<file path="config.mk">
export PLATFORM = sky130hd
export DESIGN_NAME = mips_alu_flat
export DESIGN_NICKNAME = d
export VERILOG_FILES = /design/src/rtl/mips_pkg.sv /design/src/rtl/mips_alu_if.sv /design/src/rtl/alu_adder.sv /design/src/rtl/mips_alu.sv /design/src/flat_wrapper.sv
export SDC_FILE = /design/constraint.sdc
export NUM_CORES = 1
export LEC_CHECK = 0
export BUFFER_PORTS_ARGS = -buffer_cell sky130_fd_sc_hd__buf_2
export CORE_MARGIN = 10
export CORE_UTILIZATION = 47
export DETAILED_ROUTE_END_ITERATION = 16
export PLACE_DENSITY = 0.83
export SYNTH_ARGS = -nofsm -noshare
export SYNTH_HDL_FRONTEND = slang
export SYNTH_SLANG_ARGS = --single-unit
</file>
<file path="constraint.sdc">
create_clock -name clk -period 3.88 [get_ports clk]
set_clock_uncertainty 0.1 [all_clocks]
set_input_delay 0.194 -clock clk [delete_from_list [all_inputs] [get_ports clk]]
set_output_delay 0.194 -clock clk [all_outputs]
set_load 0.1 [all_outputs]
</file>
<file path="src/rtl/mips_pkg.sv">
// Shared MIPS datapath definitions: alucontrol encodings for the ALU.
package mips_pkg;

    localparam logic [2:0] ALU_AND  = 3'b000;
    localparam logic [2:0] ALU_OR   = 3'b001;
    localparam logic [2:0] ALU_ADD  = 3'b010;
    localparam logic [2:0] ALU_RSV  = 3'b011;
    localparam logic [2:0] ALU_ANDN = 3'b100;
    localparam logic [2:0] ALU_ORN  = 3'b101;
    localparam logic [2:0] ALU_SUB  = 3'b110;
    localparam logic [2:0] ALU_SLT  = 3'b111;

endpackage

</file>
<file path="src/rtl/mips_alu_if.sv">
// Operand/result bundle between the MIPS datapath and its ALU.
interface mips_alu_if #(
    parameter int WIDTH = 32
);
    logic [WIDTH-1:0] A;
    logic [WIDTH-1:0] B;
    logic [2:0]       F;
    logic [WIDTH-1:0] Y;
    logic             zero;
    logic             cout;
    logic             ovf;
    logic [WIDTH-1:0] y_q;
    logic             zero_q;
    logic             ovf_q;

    modport master (
        output A, B, F,
        input  Y, zero, cout, ovf, y_q, zero_q, ovf_q
    );

    modport slave (
        input  A, B, F,
        output Y, zero, cout, ovf, y_q, zero_q, ovf_q
    );
endinterface

</file>
<file path="src/rtl/alu_adder.sv">
// WIDTH-bit adder with carry-in, carry-out and two's-complement overflow.
module alu_adder #(
    parameter int WIDTH = 32
) (
    input  logic [WIDTH-1:0] i_a,
    input  logic [WIDTH-1:0] i_b,
    input  logic             i_cin,
    output logic [WIDTH-1:0] o_sum,
    output logic             o_cout,
    output logic             o_ovf
);
    logic [WIDTH:0] w_s;

    assign w_s    = {1'b0, i_a} + {1'b0, i_b} + {{WIDTH{1'b0}}, i_cin};
    assign o_sum  = w_s[WIDTH-1:0];
    assign o_cout = w_s[WIDTH];
    // Overflow: operands agree in sign but the sum does not.
    assign o_ovf  = (i_a[WIDTH-1] == i_b[WIDTH-1]) && (w_s[WIDTH-1] != i_a[WIDTH-1]);
endmodule

</file>
<file path="src/rtl/mips_alu.sv">
// Combinational MIPS ALU with zero/carry/overflow flags plus a registered
// copy of result, zero and overflow for downstream stages and debug.
module mips_alu
    import mips_pkg::*;
#(
    parameter int WIDTH = 32
) (
    input  logic       clk,
    input  logic       reset,
    mips_alu_if.slave  alu
);
    logic [WIDTH-1:0] w_bx;
    logic [WIDTH-1:0] w_sum;
    logic             w_cout;
    logic             w_ovf;
    logic             w_lt;
    logic [WIDTH-1:0] w_y;
    logic             w_zero;

    logic [WIDTH-1:0] r_y_p0;
    logic             r_zero_p0;
    logic             r_ovf_p0;

    // F[2] turns the adder into a subtractor: A + ~B + 1.
    assign w_bx = alu.F[2] ? ~alu.B : alu.B;

    alu_adder #(.WIDTH(WIDTH)) u_adder (
        .i_a    (alu.A),
        .i_b    (w_bx),
        .i_cin  (alu.F[2]),
        .o_sum  (w_sum),
        .o_cout (w_cout),
        .o_ovf  (w_ovf)
    );

    // Sign of the difference corrected by overflow gives a true signed compare.
    assign w_lt = w_sum[WIDTH-1] ^ w_ovf;

    always_comb begin
        w_y = '0;
        case (alu.F)
            ALU_AND:  w_y = alu.A & alu.B;
            ALU_OR:   w_y = alu.A | alu.B;
            ALU_ADD:  w_y = w_sum;
            ALU_RSV:  w_y = '0;
            ALU_ANDN: w_y = alu.A & w_bx;
            ALU_ORN:  w_y = alu.A | w_bx;
            ALU_SUB:  w_y = w_sum;
            ALU_SLT:  w_y = {{(WIDTH-1){1'b0}}, w_lt};
        endcase
    end

    assign w_zero = (w_y == '0);

    // Stage p0: previous-cycle snapshot of result and flags
    always_ff @(posedge clk) begin
        if (!reset) begin
            r_y_p0    <= '0;
            r_zero_p0 <= 1'b0;
            r_ovf_p0  <= 1'b0;
        end else begin
            r_y_p0    <= w_y;
            r_zero_p0 <= w_zero;
            r_ovf_p0  <= w_ovf;
        end
    end

    assign alu.Y      = w_y;
    assign alu.zero   = w_zero;
    assign alu.cout   = w_cout;
    assign alu.ovf    = w_ovf;
    assign alu.y_q    = r_y_p0;
    assign alu.zero_q = r_zero_p0;
    assign alu.ovf_q  = r_ovf_p0;
endmodule

</file>
<file path="src/flat_wrapper.sv">
// flat-port wrapper written by rule: the top's interface ports become plain ports
module mips_alu_flat import mips_pkg::*;
#(
    parameter int WIDTH = 32
)
  (clk, reset, alu_A, alu_B, alu_F, alu_Y, alu_zero, alu_cout, alu_ovf, alu_y_q, alu_zero_q, alu_ovf_q);
  mips_alu_if #(.WIDTH(WIDTH)) alu_i ();
  input  logic clk;
  input  logic reset;
  input wire logic [$bits(alu_i.A)-1:0] alu_A;
  input wire logic [$bits(alu_i.B)-1:0] alu_B;
  input wire logic [$bits(alu_i.F)-1:0] alu_F;
  output wire logic [$bits(alu_i.Y)-1:0] alu_Y;
  output wire logic [$bits(alu_i.zero)-1:0] alu_zero;
  output wire logic [$bits(alu_i.cout)-1:0] alu_cout;
  output wire logic [$bits(alu_i.ovf)-1:0] alu_ovf;
  output wire logic [$bits(alu_i.y_q)-1:0] alu_y_q;
  output wire logic [$bits(alu_i.zero_q)-1:0] alu_zero_q;
  output wire logic [$bits(alu_i.ovf_q)-1:0] alu_ovf_q;
  assign alu_i.A = alu_A;
  assign alu_i.B = alu_B;
  assign alu_i.F = alu_F;
  assign alu_Y = alu_i.Y;
  assign alu_zero = alu_i.zero;
  assign alu_cout = alu_i.cout;
  assign alu_ovf = alu_i.ovf;
  assign alu_y_q = alu_i.y_q;
  assign alu_zero_q = alu_i.zero_q;
  assign alu_ovf_q = alu_i.ovf_q;
  mips_alu #(.WIDTH(WIDTH)) u_core (.clk(clk), .reset(reset), .alu(alu_i));
endmodule
</file>
-- Word level (Yosys, flattened, before mapping)
Cells that the tools add are included.
- flip-flop bits (word level): 34
- input bits: 69
- output and inout port bits: 69
- word-level logic and storage cells: 26
- $add $sub $neg: 2
- equal/unequal tests: 9
- mux-type cells: 2
- bitwise gates (word level): 6
- reduce and logical (&&, ||, !) cells: 4
- operators by type and width (kind ; count):
    $pmux 32 s7 ; 1
    $and 32x32->32 ; 2
    $or 32x32->32 ; 2
    $add 32x32->33 ; 1
    $add 33x1->33 ; 1
    $logic_not 32->1 ; 1
    $mux 32 ; 1
    $not 32->32 ; 1
    $eq 3x3->1 const B ; 4
    $eq 3x2->1 const B ; 2
    $eq 3x1->1 const B ; 1
    $logic_not 3->1 ; 1
    $reduce_or 2->1 ; 1
    $eq 1x1->1 ; 1
    $logic_and 1x1->1 ; 1
    $ne 1x1->1 ; 1
    $xor 1x1->1 ; 1

-- Logic depth before layout (Yosys ltp)
- word-level depth: 9
- gate-level depth with buffers: 16

-- Modules after synthesis
From an unflattened synthesis, not the netlist that was laid out.
- cells, all modules: 463
- area total of the unflattened synthesis: 3698.5 sq um
- modules (own cells, without submodules) (module ; times used ; cells each ; area each (sq um)):
    mips_alu ; 1 ; 224 ; 1968.1
    alu_adder ; 1 ; 239 ; 1730.4

-- Least setup slack after synthesis
OpenSTA, ideal clock, no wires.
- kind: input-to-output
- start: in alu_F[2]
- end: out alu_zero
- arrival time: 6.975 ns
- required time: 3.586 ns
- path slack: -3.389 ns
- stages on the path: 16
- path buffers: 4
- cells stage by stage: buf_6 -> buf_2 -> buf_1 -> xor2_1 -> ha_1 -> clkbuf_1 -> a21o_1 -> a21oi_1 -> o21a_1 -> o31a_1 -> and3_1 -> mux2i_1 -> o311ai_0 -> nor4b_1 -> nand4_1 -> nor3_1
- RTL lines (item ; RTL line ; source):
    start: declaration ; flat_wrapper.sv:12 ; input wire logic [$bits(alu_i.F)-1:0] alu_F;
    $mux 32 ; mips_alu.sv:25 ; assign w_bx = alu.F[2] ? ~alu.B : alu.B;
    $add 32x32->33 ; alu_adder.sv:14 ; assign w_s = {1'b0, i_a} + {1'b0, i_b} + {{WIDTH{1'b0}}, i_cin};
    $add 33x1->33 ; alu_adder.sv:14 ;
    $pmux 32 s7 * ; mips_alu.sv:41 ; case (alu.F)
    named net alu_Y[29] ; flat_wrapper.sv:13 ; output wire logic [$bits(alu_i.Y)-1:0] alu_Y;
    $logic_not 32->1 * ; mips_alu.sv:53 ; assign w_zero = (w_y == '0);
    end: declaration ; flat_wrapper.sv:14 ; output wire logic [$bits(alu_i.zero)-1:0] alu_zero;
The timed path passes the listed nets; every way through them passes the cells marked *.

-- Final worst setup path
- start: in alu_F[2]
- end: out alu_zero
- word-level cells in the longest chain between the ends: 8
- ends and longest elaborated chain (item ; RTL line ; source):
    $mux 32 ; mips_alu.sv:25 ;
    $add 32x32->33 ; alu_adder.sv:14 ;
    $add 33x1->33 ; alu_adder.sv:14 ;
    $ne 1x1->1 ; alu_adder.sv:18 ; assign o_ovf = (i_a[WIDTH-1] == i_b[WIDTH-1]) && (w_s[WIDTH-1] != i_a[WIDTH-1]);
    $logic_and 1x1->1 ; alu_adder.sv:18 ;
    $xor 1x1->1 ; mips_alu.sv:37 ; assign w_lt = w_sum[WIDTH-1] ^ w_ovf;
    $pmux 32 s7 * ; mips_alu.sv:41 ;
    $logic_not 32->1 * ; mips_alu.sv:53 ;
Every way passes the cells marked *; elsewhere a longest branch is shown, timed or not.

==> summary.md <==
| Metric | Value |
|---|---|
| DRT Wirelength | 18.7 mm |
| Cts hold-fix bufs | 0 |
| Cell variety after synth | 64 |
| Final Hold Violating Endpoints | 0 |
| Initial antenna violation count | 0 |
| Post-synth EDFFs | 0 |
| Util after Layout | 78.2% |
| Slew @ Worst Pin | 0.536 ns |
| Antenna viol nets, final | 0 |
| Post-synthesis cell area | 4200 um^2 |
| Iteration count of the initial detailed-routing pass | 5 |
| Clock tree buffer depth | 2 |
| WS Path Type | primary input to output port |
| Startpoint Class | primary input |
| Critical path's slowest cell | ha_1 |
| Critical path capture point type | output port |
| Largest stage delay on the critical path | 0.39 ns |
| Routed vias | 5611 |
| Yosys reg bits | 34 |
| Max Fclk | 0.259 GHz |
| Core ar. | 8720 um^2 |
| CP Data Required Time | 3.59 ns |
| Initial DRC count | 496 |
| CP Max Fanout | 7 |
| Worst setup margin | 0.0193 ns |
| Die extent in y | 115 um |
| I/O pin count | 138 |
| Setup violators final | 0 |
| Ys Warns | 0 |
| Ratio of final minimum period to clock period | 99.5% |
| Worst-path clk slew | 0.07 ns |
| RSZ-0062 raised after global routing | true |
| Top_reg_cell synth | dfxtp_1 |
| Die area | 13100 um^2 |
| Ys async rst share | 0% |
| Seq/Total Area, Yosys | 16.2% |
| Worst EP arrival | 3.57 ns |
| TritonCTS clock tree | built |
| CP cell instances | buf_6 -> buf_12 -> buf_12 -> xor2_1 -> ha_1 -> nand2_2 -> nor3_4 -> buf_6 -> nand3_4 -> o31ai_4 -> nor2_4 -> xnor2_2 -> a211o_1 -> nor4b_2 -> nand4_1 -> nor3_4 -> buf_12 |
| Max-slew headroom | 64.2% |
| Cell taking the most area after synthesis | dfxtp_1 |
| Cells after synthesis | 577 |
| Drt wl/cell | 20.1 um |
| Share of cells above drive strength 1 | 44.2% |
| IO buf count | 137 |
| Hold/Removal Path Class | primary input to flop |
| Number of max-cap violations | 0 |
| DP Cell Count | 914 |
| Largest net degree at the start of global routing | 22 |
| Design area | 6820 um^2 |
| Dpl hpwl | 15.4 mm |
| GRT Overall Usage | 26.2% |
| Final net count | 923 |
| Pwr dens | 408 nW/um^2 |
| Most frequent cell after synthesis | a21oi_1 |
| Place WS | -0.288 ns |
| H-tree levels | 2 |
| Post-DP Area | 6350 um^2 |
| N_diodes | 0 |
| Top post-synthesis cells by area | dfxtp_1 (16%), ha_1 (9.8%), xor2_1 (9.0%) |
| Placer Congestion | 0.975 |
| GRT overflow | 0 |
| Root Driver | clkbuf_8 |
| First-pass GRT wire length | 28.3 mm |
| P_leak | 0.00318 uW |
| Clock Sinks | 34 |
| Avg Inst Size Synth | 7.28 um^2 |
| DRC viols | 0 |
| TritonCTS buffer count | 5 |
| Die width | 115 um |
| Final TNS setup | 0 ns |
| FP Rows | 34 |
| Non-filler cells, final | 929 |
| Max Slew Vio Count | 0 |
| Vias per cell | 6.04 |
| Outcome | finished clean |
| Initial Util | 48.1% |
| Min Clock Period, post-route | 3.86 ns |
| Most frequent CP cell | buf_12 |
| Layout area overhead | 62.5% |
| Worst-case vdd ir drop | 0.000275 V |
| Via count of the first global-routing pass | 5424 |
| Syn Nets | 680 |
| Post-synth top area share | 16.2% |
| Synth cell count leaders | a21oi_1 (62), nand2_1 (59), xor2_1 (43) |
[flip-flops by register name (all words and copies together), names as in the netlist]
register	cells
u_core.alu.ovf_q	1
u_core.alu.y_q	32
u_core.alu.zero_q	1
[area by class of cell]
class / instances / area [um^2]
flip-flops and latches: 34 / 681
fillers: 635 / 1900
clock buffers: 8 / 110
inverters: 18 / 67.6
well taps: 108 / 135
repair buffers: 274 / 2090
multi-input cells: 487 / 3740
[path summary, 6_finish.rpt]
check,slack (ns),cells past startpoint,endpoint,start
max,0.02,17,alu_zero,alu_F[2]
min,0.23,2,u_core.alu.y_q[23]$_SDFF_PN0_,reset
[per-layer routing]
metal  global-route usage (%)  vias to the layer above  wire, um  part of all wire, %
li1                         -                     2581         -                    -
met1                     34.7                     2620      7650                   41
met2                     40.9                      363      8430                   45
met3                     5.92                       47      2120                   11
met4                     8.44                        0       478                  2.6
met5                        0                        -         0                    0
[where the power goes]
group          switching (uW)  total, uW  internal [uW]
Sequential               7.43        390            382
Clock                     122        301            179
Combinational            1380       2100            720
[per-stage QoR]
step	power (uW)	hold slack (ns)
floorplan	1670	0.287
detailed placement	2370	0.518
global placement	2340	0.500
global route	2910	0.232
CTS	2690	0.226
finish	2790	0.235
[worst max-delay path: cells and delay by family]
| kind | cells | cell delay [ns] |
|---|---|---|
| simple gates | 7 | 1.33 |
| buf+inv | 5 | 0.75 |
| compound gates | 2 | 0.58 |
| fa+ha+maj | 1 | 0.39 |
| xor+xnor | 2 | 0.31 |
[layout by cell type, fill, tap and decap left out, types with 17 or more instances in the layout]
| cell type | instances |
|---|---|
| maj3_1 | 24 |
| xor2_1 | 39 |
| ha_1 | 28 |
| buf_2 | 114 |
| nand4_1 | 17 |
| buf_4 | 132 |
| and2_1 | 20 |
| buf_12 | 24 |
| o21ai_0 | 24 |
| nor2_1 | 37 |
| a21oi_1 | 47 |
| dfxtp_1 | 34 |
| nand2_1 | 54 |
| inv_1 | 18 |
[logic make-up (layout without fill, tap and decap cells)]
group / after synthesis / count (layout) / synth area share [%]
DFF: 34 / 34 / 16.2
buffers and inverters: 56 / 300 / 5.30
AOI/OAI and AO/OA: 172 / 172 / 26.5
muxes: 6 / 6 / 1.46
xor gates and xnor gates: 51 / 51 / 10.6
and+or+nand+nor: 200 / 200 / 23.8
adders and majority gates: 58 / 58 / 16.0
[timing repair]
item / in CTS / in global routing
gates resized for setup: 15 / 53
pin swaps: 4 / 20
setup buffers: 2 / 5
endpoints found under the setup margin: 1 / 4
endpoints found under the hold margin: 0 / 0
(Power assumes the default switching activity.)
